==> config.mk <==
export PLATFORM = sky130hd
export DESIGN_NAME = vga_fb_scanout_flat
export DESIGN_NICKNAME = d
export VERILOG_FILES = /design/src/rtl/vga_fb_scanout_if.sv /design/src/rtl/vga_fb_scanout.sv /design/src/flat_wrapper.sv
export SDC_FILE = /design/constraint.sdc
export NUM_CORES = 1
export LEC_CHECK = 0
export BUFFER_PORTS_ARGS = -buffer_cell sky130_fd_sc_hd__buf_2
export CAP_MARGIN = 20
export CORE_ASPECT_RATIO = 0.75
export CORE_MARGIN = 1.5
export CORE_UTILIZATION = 55
export CTS_CLUSTER_DIAMETER = 50
export DETAILED_ROUTE_END_ITERATION = 10
export GPL_TIMING_DRIVEN = 0
export PLACE_DENSITY = 0.75
export SLEW_MARGIN = 20
export SYNTH_ARGS = -nofsm -noshare
export SYNTH_HDL_FRONTEND = slang
export SYNTH_SLANG_ARGS = --single-unit
==> constraint.sdc <==
create_clock -name i_clk -period 2.7 [get_ports i_clk]
set_clock_uncertainty 0.2 [all_clocks]
set_input_delay 0.135 -clock i_clk [delete_from_list [all_inputs] [get_ports i_clk]]
set_output_delay 0.135 -clock i_clk [all_outputs]
set_load 0.03 [all_outputs]
==> src/rtl/vga_fb_scanout_if.sv <==
// Frame-buffer read bus between the VGA scanout (master) and the
// dual-port frame-buffer RAM read port (slave).
//   raddr : read address, driven by the scanout
//   rdata : RAM word for raddr, returned combinationally by the RAM
interface vga_fb_scanout_if #(
  parameter int Address_Bus = 17,
  parameter int WordSize    = 3
);
  logic [Address_Bus-1:0] raddr;
  logic [WordSize-1:0]    rdata;

  modport master (output raddr, input rdata);
  modport slave  (input raddr, output rdata);
endinterface

==> src/rtl/vga_fb_scanout.sv <==
// VGA scanout for a 320x240 frame buffer shown at 2x upscale on 640x480@60.
// Free-running horizontal/vertical counters generate the timing; the RAM
// address is built from a line-base register and a pixel register so no
// multiplier is needed. Colour, sync, data-enable and frame-start all come
// out of one register stage, so they are mutually aligned (latency 1).
// Ports:
//   i_clk, i_rst   pixel clock; synchronous active-high reset
//   fb             frame-buffer read bus (raddr out, rdata in, same cycle)
//   o_red/o_green/o_blue  1-bit colour, forced 0 outside the visible area
//   o_hsync, o_vsync      active-low sync pulses
//   o_de                  high on visible pixels
//   o_frame_start         one-cycle pulse with the first visible pixel
module vga_fb_scanout #(
  parameter int WordSize    = 3,
  parameter int Address_Bus = 17,
  parameter int FB_WIDTH    = 320,
  parameter int FB_HEIGHT   = 240,
  parameter int H_ACTIVE    = 640,
  parameter int H_FP        = 16,
  parameter int H_SYNC      = 96,
  parameter int H_BP        = 48,
  parameter int V_ACTIVE    = 480,
  parameter int V_FP        = 10,
  parameter int V_SYNC      = 2,
  parameter int V_BP        = 33
) (
  input  logic              i_clk,
  input  logic              i_rst,
  vga_fb_scanout_if.master  fb,
  output logic              o_red,
  output logic              o_green,
  output logic              o_blue,
  output logic              o_hsync,
  output logic              o_vsync,
  output logic              o_de,
  output logic              o_frame_start
);

  localparam int H_TOTAL = H_ACTIVE + H_FP + H_SYNC + H_BP;
  localparam int V_TOTAL = V_ACTIVE + V_FP + V_SYNC + V_BP;
  localparam int HW      = $clog2(H_TOTAL);
  localparam int VW      = $clog2(V_TOTAL);

  localparam logic [HW-1:0] H_LAST   = HW'(H_TOTAL - 1);
  localparam logic [HW-1:0] H_VIS    = HW'(H_ACTIVE);
  localparam logic [HW-1:0] HS_FIRST = HW'(H_ACTIVE + H_FP);
  localparam logic [HW-1:0] HS_LAST  = HW'(H_ACTIVE + H_FP + H_SYNC - 1);
  localparam logic [VW-1:0] V_LAST   = VW'(V_TOTAL - 1);
  localparam logic [VW-1:0] V_VIS    = VW'(V_ACTIVE);
  localparam logic [VW-1:0] VS_FIRST = VW'(V_ACTIVE + V_FP);
  localparam logic [VW-1:0] VS_LAST  = VW'(V_ACTIVE + V_FP + V_SYNC - 1);

  localparam logic [Address_Bus-1:0] LINE_STEP = Address_Bus'(FB_WIDTH);
  localparam logic [Address_Bus-1:0] LAST_BASE = Address_Bus'((FB_HEIGHT - 1) * FB_WIDTH);

  logic [HW-1:0]          h_cnt;
  logic [VW-1:0]          v_cnt;
  logic [Address_Bus-1:0] line_base;
  logic [Address_Bus-1:0] pix;
  logic                   h_wrap;
  logic                   v_wrap;
  logic                   active;
  logic                   hsync_on;
  logic                   vsync_on;

  always_comb begin
    h_wrap   = (h_cnt == H_LAST);
    v_wrap   = (v_cnt == V_LAST);
    active   = (h_cnt < H_VIS) && (v_cnt < V_VIS);
    hsync_on = (h_cnt >= HS_FIRST) && (h_cnt <= HS_LAST);
    vsync_on = (v_cnt >= VS_FIRST) && (v_cnt <= VS_LAST);
    fb.raddr = active ? (line_base + pix) : '0;
  end

  // pix tracks h_cnt>>1 and line_base tracks (v_cnt>>1)*FB_WIDTH. Each frame
  // line is shown twice, so the base steps only after odd visible lines; the
  // LAST_BASE guard keeps it inside the buffer through vertical blanking.
  always_ff @(posedge i_clk) begin
    if (i_rst) begin
      h_cnt     <= '0;
      v_cnt     <= '0;
      line_base <= '0;
      pix       <= '0;
    end else if (h_wrap) begin
      h_cnt <= '0;
      pix   <= '0;
      if (v_wrap) begin
        v_cnt     <= '0;
        line_base <= '0;
      end else begin
        v_cnt <= v_cnt + 1'b1;
        if ((v_cnt < V_VIS) && v_cnt[0] && (line_base != LAST_BASE))
          line_base <= line_base + LINE_STEP;
      end
    end else begin
      h_cnt <= h_cnt + 1'b1;
      if (h_cnt[0] && (h_cnt < H_VIS))
        pix <= pix + 1'b1;
    end
  end

  always_ff @(posedge i_clk) begin
    if (i_rst) begin
      o_red         <= 1'b0;
      o_green       <= 1'b0;
      o_blue        <= 1'b0;
      o_de          <= 1'b0;
      o_hsync       <= 1'b1;
      o_vsync       <= 1'b1;
      o_frame_start <= 1'b0;
    end else begin
      o_red         <= active & fb.rdata[2];
      o_green       <= active & fb.rdata[1];
      o_blue        <= active & fb.rdata[0];
      o_de          <= active;
      o_hsync       <= ~hsync_on;
      o_vsync       <= ~vsync_on;
      o_frame_start <= (h_cnt == '0) && (v_cnt == '0);
    end
  end

endmodule

==> src/flat_wrapper.sv <==
// flat-port wrapper written by rule: the top's interface ports become plain ports
module vga_fb_scanout_flat 
#(
  parameter int WordSize    = 3,
  parameter int Address_Bus = 17,
  parameter int FB_WIDTH    = 320,
  parameter int FB_HEIGHT   = 240,
  parameter int H_ACTIVE    = 640,
  parameter int H_FP        = 16,
  parameter int H_SYNC      = 96,
  parameter int H_BP        = 48,
  parameter int V_ACTIVE    = 480,
  parameter int V_FP        = 10,
  parameter int V_SYNC      = 2,
  parameter int V_BP        = 33
)
  (i_clk, i_rst, o_red, o_green, o_blue, o_hsync, o_vsync, o_de, o_frame_start, fb_raddr, fb_rdata);
  vga_fb_scanout_if #(.Address_Bus(Address_Bus), .WordSize(WordSize)) fb_i ();
  input  logic i_clk;
  input  logic i_rst;
  output logic o_red;
  output logic o_green;
  output logic o_blue;
  output logic o_hsync;
  output logic o_vsync;
  output logic o_de;
  output logic o_frame_start;
  output wire logic [$bits(fb_i.raddr)-1:0] fb_raddr;
  input wire logic [$bits(fb_i.rdata)-1:0] fb_rdata;
  assign fb_raddr = fb_i.raddr;
  assign fb_i.rdata = fb_rdata;
  vga_fb_scanout #(.WordSize(WordSize), .Address_Bus(Address_Bus), .FB_WIDTH(FB_WIDTH), .FB_HEIGHT(FB_HEIGHT), .H_ACTIVE(H_ACTIVE), .H_FP(H_FP), .H_SYNC(H_SYNC), .H_BP(H_BP), .V_ACTIVE(V_ACTIVE), .V_FP(V_FP), .V_SYNC(V_SYNC), .V_BP(V_BP)) u_core (.i_clk(i_clk), .i_rst(i_rst), .fb(fb_i), .o_red(o_red), .o_green(o_green), .o_blue(o_blue), .o_hsync(o_hsync), .o_vsync(o_vsync), .o_de(o_de), .o_frame_start(o_frame_start));
endmodule
-- Word-level counts from Yosys, hierarchy flattened
Cells that the tools add are included.
- word-level logic and storage cells: 46
- register bits after elaboration: 61
- bits of input ports: 5
- output and inout bits: 24
- $lt $le $gt $ge: 6
- bitwise operators: 5
- muxes and demuxes: 4
- reduce and logical (&&, ||, !) cells: 12
- $add $sub $neg: 5
- equality and inequality tests: 3
- operators by type and width (kind ; number):
    17-bit two-way mux ; 3
    10-bit by 1-bit adder with 10-bit output (second input constant) ; 2
    10-bit equality test (second input constant) ; 2
    10-bit zero test ; 2
    17-bit by 1-bit adder with 17-bit output (second input constant) ; 1
    17-bit adder ; 1
    17-bit by 9-bit adder with 17-bit output (second input constant) ; 1
    17-bit != test (second input constant) ; 1
    10-bit greater-or-equal comparator (second input constant) ; 1
    10-bit by 9-bit greater-or-equal comparator with 1-bit output (second input constant) ; 1
    10-bit less-or-equal comparator (second input constant) ; 1
    10-bit by 9-bit less-or-equal comparator with 1-bit output (second input constant) ; 1
    10-bit < comparator (second input constant) ; 1
    10-bit by 9-bit < comparator with 1-bit output (second input constant) ; 1
    10-bit two-way mux ; 1
    1-bit logical AND ; 7
    1-bit bitwise AND ; 3
    1-bit inverter ; 2
    2-bit AND reduction ; 1
    2-bit nonzero test ; 1
    2-bit OR reduction ; 1

-- Depth between registers and ports, before layout
- depth after elaboration: 5
- depth in mapped cells: 8
- depth with buffers taken out: 8

-- Least setup slack after synthesis
No wires, ideal clock.
- path type: reg2out
- start point: register u_core.line_base[12]
- end point: output port fb_raddr[16]
- data arrival time: 2.071 ns
- cell stages (with the launch flop): 8
- setup slack: 0.294 ns
- cells stage by stage: dfxtp_1 -> ha_1 -> a211oi_1 -> nor2_1 -> o311ai_0 -> nand2b_1 -> xnor2_1 -> nor2_1
- cells in the longest elaborated chain, start to end: 2
- ends and longest elaborated chain (what ; line ; RTL):
    start: declaration ; vga_fb_scanout.sv:58 ; logic [Address_Bus-1:0] line_base;
    start signal: assignment ; vga_fb_scanout.sv:93 ; line_base <= line_base + LINE_STEP;
    17-bit adder ; vga_fb_scanout.sv:72 ; fb.raddr = active ? (line_base + pix) : '0;
    17-bit two-way mux ; vga_fb_scanout.sv:72 ;
    end: declaration ; flat_wrapper.sv:28 ; output wire logic [$bits(fb_i.raddr)-1:0] fb_raddr;
Every way passes these cells.

-- Worst setup path after layout
Same ends and word-level chain as after synthesis.

==> impl_metrics.py <==
metrics = {
    "routing": {
        "drc": 0,
        "ant_nets": 0,
        "wire_per_inst_um": 13.44,
        "routed_wl_um": 6478,
        "viasPerCell": 5.446,
        "first_pass_iters": 4,
        "num_vias": 2625,
        "drt_iter0_drc": 146,
    },
    "power": {
        "p_leak_nw": 1.419,
        "power_density_nw_per_um2": 401.6,
        "pwr-share-comb": 0.053,
        "p_sw_uw": 328.4,
        "sw_frac_of_total": 0.2413,
        "clkPwrFrac": 0.336,
        "ir_worst_vdd_v": 0.0004111,
        "total_power_mw": 1.361,
        "power_frac_seq": 0.611,
        "internal_power_mw": 1.032,
    },
    "sta": {
        "worst_slack_ns": 0.1488,
        "finalSetupTns_ns": 0,
        "rsz0062_at_grt": "false",
        "fin_crit_ns": 2.551,
        "clock.fmax_mhz": 392.0,
        "tightest_slew_ns": 0.7740,
        "finalSetupViolations": 0,
        "hold_violations": 0,
        "min_period_over_period": 0.9449,
        "slew_violations": 0,
        "max_slew_margin": 0.4800,
    },
    "place": {
        "io_buffer_count": 28,
        "dp_slack_ns": 0.1430,
        "gp_congestion": 0.8070,
        "place_hpwl_um": 4755,
    },
    "synthesis": {
        "synth_seq_cells": 55,
        "mappedNetlistArea_um2": 2997,
        "ys_warn_count": 0,
        "ys_async_sr_fraction": 0,
        "synth_fp_nets": 390,
        "synth_cell_types": 48,
        "synth_flop_cell": "dfxtp_1",
        "syn_area_per_cell_um2": 8.143,
        "synth-edff-count": 0,
        "syn-instance-count": 368,
        "seq_area_frac_synth": 0.3674,
    },
    "global_routing": {
        "antenna_found_initial": 0,
        "grt_start_max_net_pins": 18,
        "grt_pass1_vias": 2322,
        "grt_use_total": 0.2285,
        "grt.overflow.total": 0,
        "grt_pass1_wl_um": 10670,
    },
    "critical_path": {
        "crit_arrival_ns": 2.22,
        "required_ns": 2.37,
        "path_class": "register to output port",
        "cp-start-kind": "register",
        "cp-end-kind": "output port",
        "path_max_fanout": 7,
    },
    "clock_tree": {
        "cts.sinks": 55,
        "clockBufferDepth": 2,
        "clock_latency_ns": 0.30,
        "path_clk_slew_ns": 0.10,
        "root_buffer": "clkbuf_8",
        "cts_buffers": 5,
        "htree_levels": 2,
        "cts_tree": "built",
    },
    "layout": {
        "drive_gt1_frac": 0.1400,
        "area_delta_synth_final_pct": 13.07,
        "fin_nets": 428,
        "post-route-util": 0.6399,
        "fill_cells": 506,
        "num_antenna_cells": 0,
    },
    "floorplan": {
        "ios": 29,
        "die_x_um": 88.23,
        "fp.dieArea_um2": 5905,
        "core_area_um2": 5295,
        "start_util": 0.5659,
        "die-height_um": 66.93,
        "core.rowCount": 23,
    },
    "flow_run": {
        "max_cap_viol_count": 0,
    },
    "worst_hold_path": {
        "hp-class": "register to register",
    },
    "run_status": {
        "status": "finished, final reports clean",
    },
}
synthesized netlist by cell type (3+ instances only):
cell type	number	area, um^2
ha_1	17	212.7
dfxtp_1	55	1101
a21oi_1	19	95.09
o21ai_0	18	90.09
a31oi_1	5	31.28
nand2_1	29	108.9
nand2b_1	5	31.28
a211oi_1	3	22.52
inv_1	11	41.29
nand3_1	18	90.09
and2_1	4	25.02
and3_1	13	81.33
nand4_1	10	62.56
xnor2_1	11	96.34
nor4_1	4	25.02
xor2_1	26	227.7
nor2b_1	4	25.02
nor2_1	58	217.7
nand3b_1	3	22.52
clkbuf_1	6	22.52
or3_1	3	18.77
nor3_1	13	65.06
cell type report:
cell class | count | area [um^2] | share of cell area
Buffer | 11 | 67.56 | 0.01994
Clock buffer | 5 | 68.82 | 0.02031
Clock inverter | 3 | 18.77 | 0.005539
Inverter | 11 | 41.29 | 0.01219
Multi-Input combinational cell | 290 | 1814 | 0.5355
Sequential cell | 55 | 1104 | 0.3257
Tap cell | 75 | 93.84 | 0.02770
Timing Repair Buffer | 32 | 180.2 | 0.05318
worst max-delay path, stage by stage (launching register included):
cell and delay, ns:
dfxtp_1 0.43, ha_1 0.32, a211oi_2 0.27, nor2_1 0.10
o311ai_2 0.28, nand2b_1 0.10, xnor2_1 0.13, nor2_1 0.07
buf_2 0.20
power groups by stage:
stage | Sequential, mW | Clock (mW) | Combinational, mW
after floorplan | 0.858 | 0 | 0.0387
after global placement | 0.850 | 0 | 0.0670
after detailed placement | 0.850 | 0 | 0.0683
after CTS | 0.832 | 0.460 | 0.0733
after global routing | 0.833 | 0.494 | 0.0789
final | 0.831 | 0.457 | 0.0726
layout by cell type, fill, tap and decap left out, types with 4 or more instances in the layout:
master and count:
nor2_1 58, dfxtp_1 53, buf_2 30, nand2_1 29, xor2_1 26, o21ai_0 18
nand3_1 18, a21oi_1 18, ha_1 17, nor3_1 13, and3_1 13, inv_1 11
xnor2_1 11, nand4_1 10, nand2b_1 5, a31oi_1 5, clkbuf_8 5, clkbuf_1 4
nor2b_1 4, and2_1 4, dlygate4sd3_1 4
cell families after synthesis:
| kind of cell | count (synthesis) | synth area share |
|---|---|---|
| buffers and inverters | 23 | 0.03716 |
| muxes | 1 | 0.003340 |
| AOI/OAI and AO/OA | 57 | 0.1119 |
| adders and majority gates | 17 | 0.07098 |
| xor gates and xnor gates | 37 | 0.1081 |
| DFF | 55 | 0.3674 |
| and+or+nand+nor | 178 | 0.3010 |
sequential cells by signal, summed over array words and instances (netlist names):
register and cells:
u_core.o_blue 1, u_core.line_base 11, u_core.o_de 1, u_core.o_green 1, u_core.h_cnt 10, u_core.o_red 1, u_core.o_frame_start 1, u_core.o_vsync 1
u_core.pix 17, u_core.v_cnt 10, u_core.o_hsync 1
stage by stage:
| stage | instances | hold WS (ns) | cell area, um^2 |
|---|---|---|---|
| 6_report | 482 | 0.3224 | 3388 |
| 3_5_place_dp | 471 | 0.1403 | 3231 |
| 3_3_place_gp | 471 | 0.1403 | 3231 |
| 4_1_cts | 483 | 0.3260 | 3358 |
| 2_1_floorplan | 368 | 0.05671 | 2997 |
| 5_1_grt | 482 | 0.3522 | 3388 |
metal layers:
layer / share of wire / wire (um) / vias to the layer above / track usage
met5: 0 / 0 / - / 0
met4: 0.0079 / 51 / 0 / 0.04883
met3: 0.045 / 294 / 6 / 0.03965
met2: 0.43 / 2780 / 51 / 0.3540
met1: 0.52 / 3351 / 1212 / 0.3301
li1: - / - / 1356 / -
worst paths after layout:
path                              from                   end  slack, ns  cells past startpoint
setup / recovery  u_core.line_base[12]          fb_raddr[16]       0.15                      8
setup reg to reg       u_core.h_cnt[0]  u_core.line_base[10]       0.18                      8
hold reg to reg          u_core.pix[1]         u_core.pix[1]       0.32                      2
hold / removal           u_core.pix[1]         u_core.pix[1]       0.32                      2
repair_timing:
action                                  4_1_cts  5_1_grt
hold buffers                                  4        0
buffers inserted                              0        0
cloned                                        0        0
pin swaps                                     1        1
endpoints found under the setup margin        1       35
endpoints found under the hold margin         4        0
gates resized for setup                       1        9
Power figures use the tool's default switching activity.
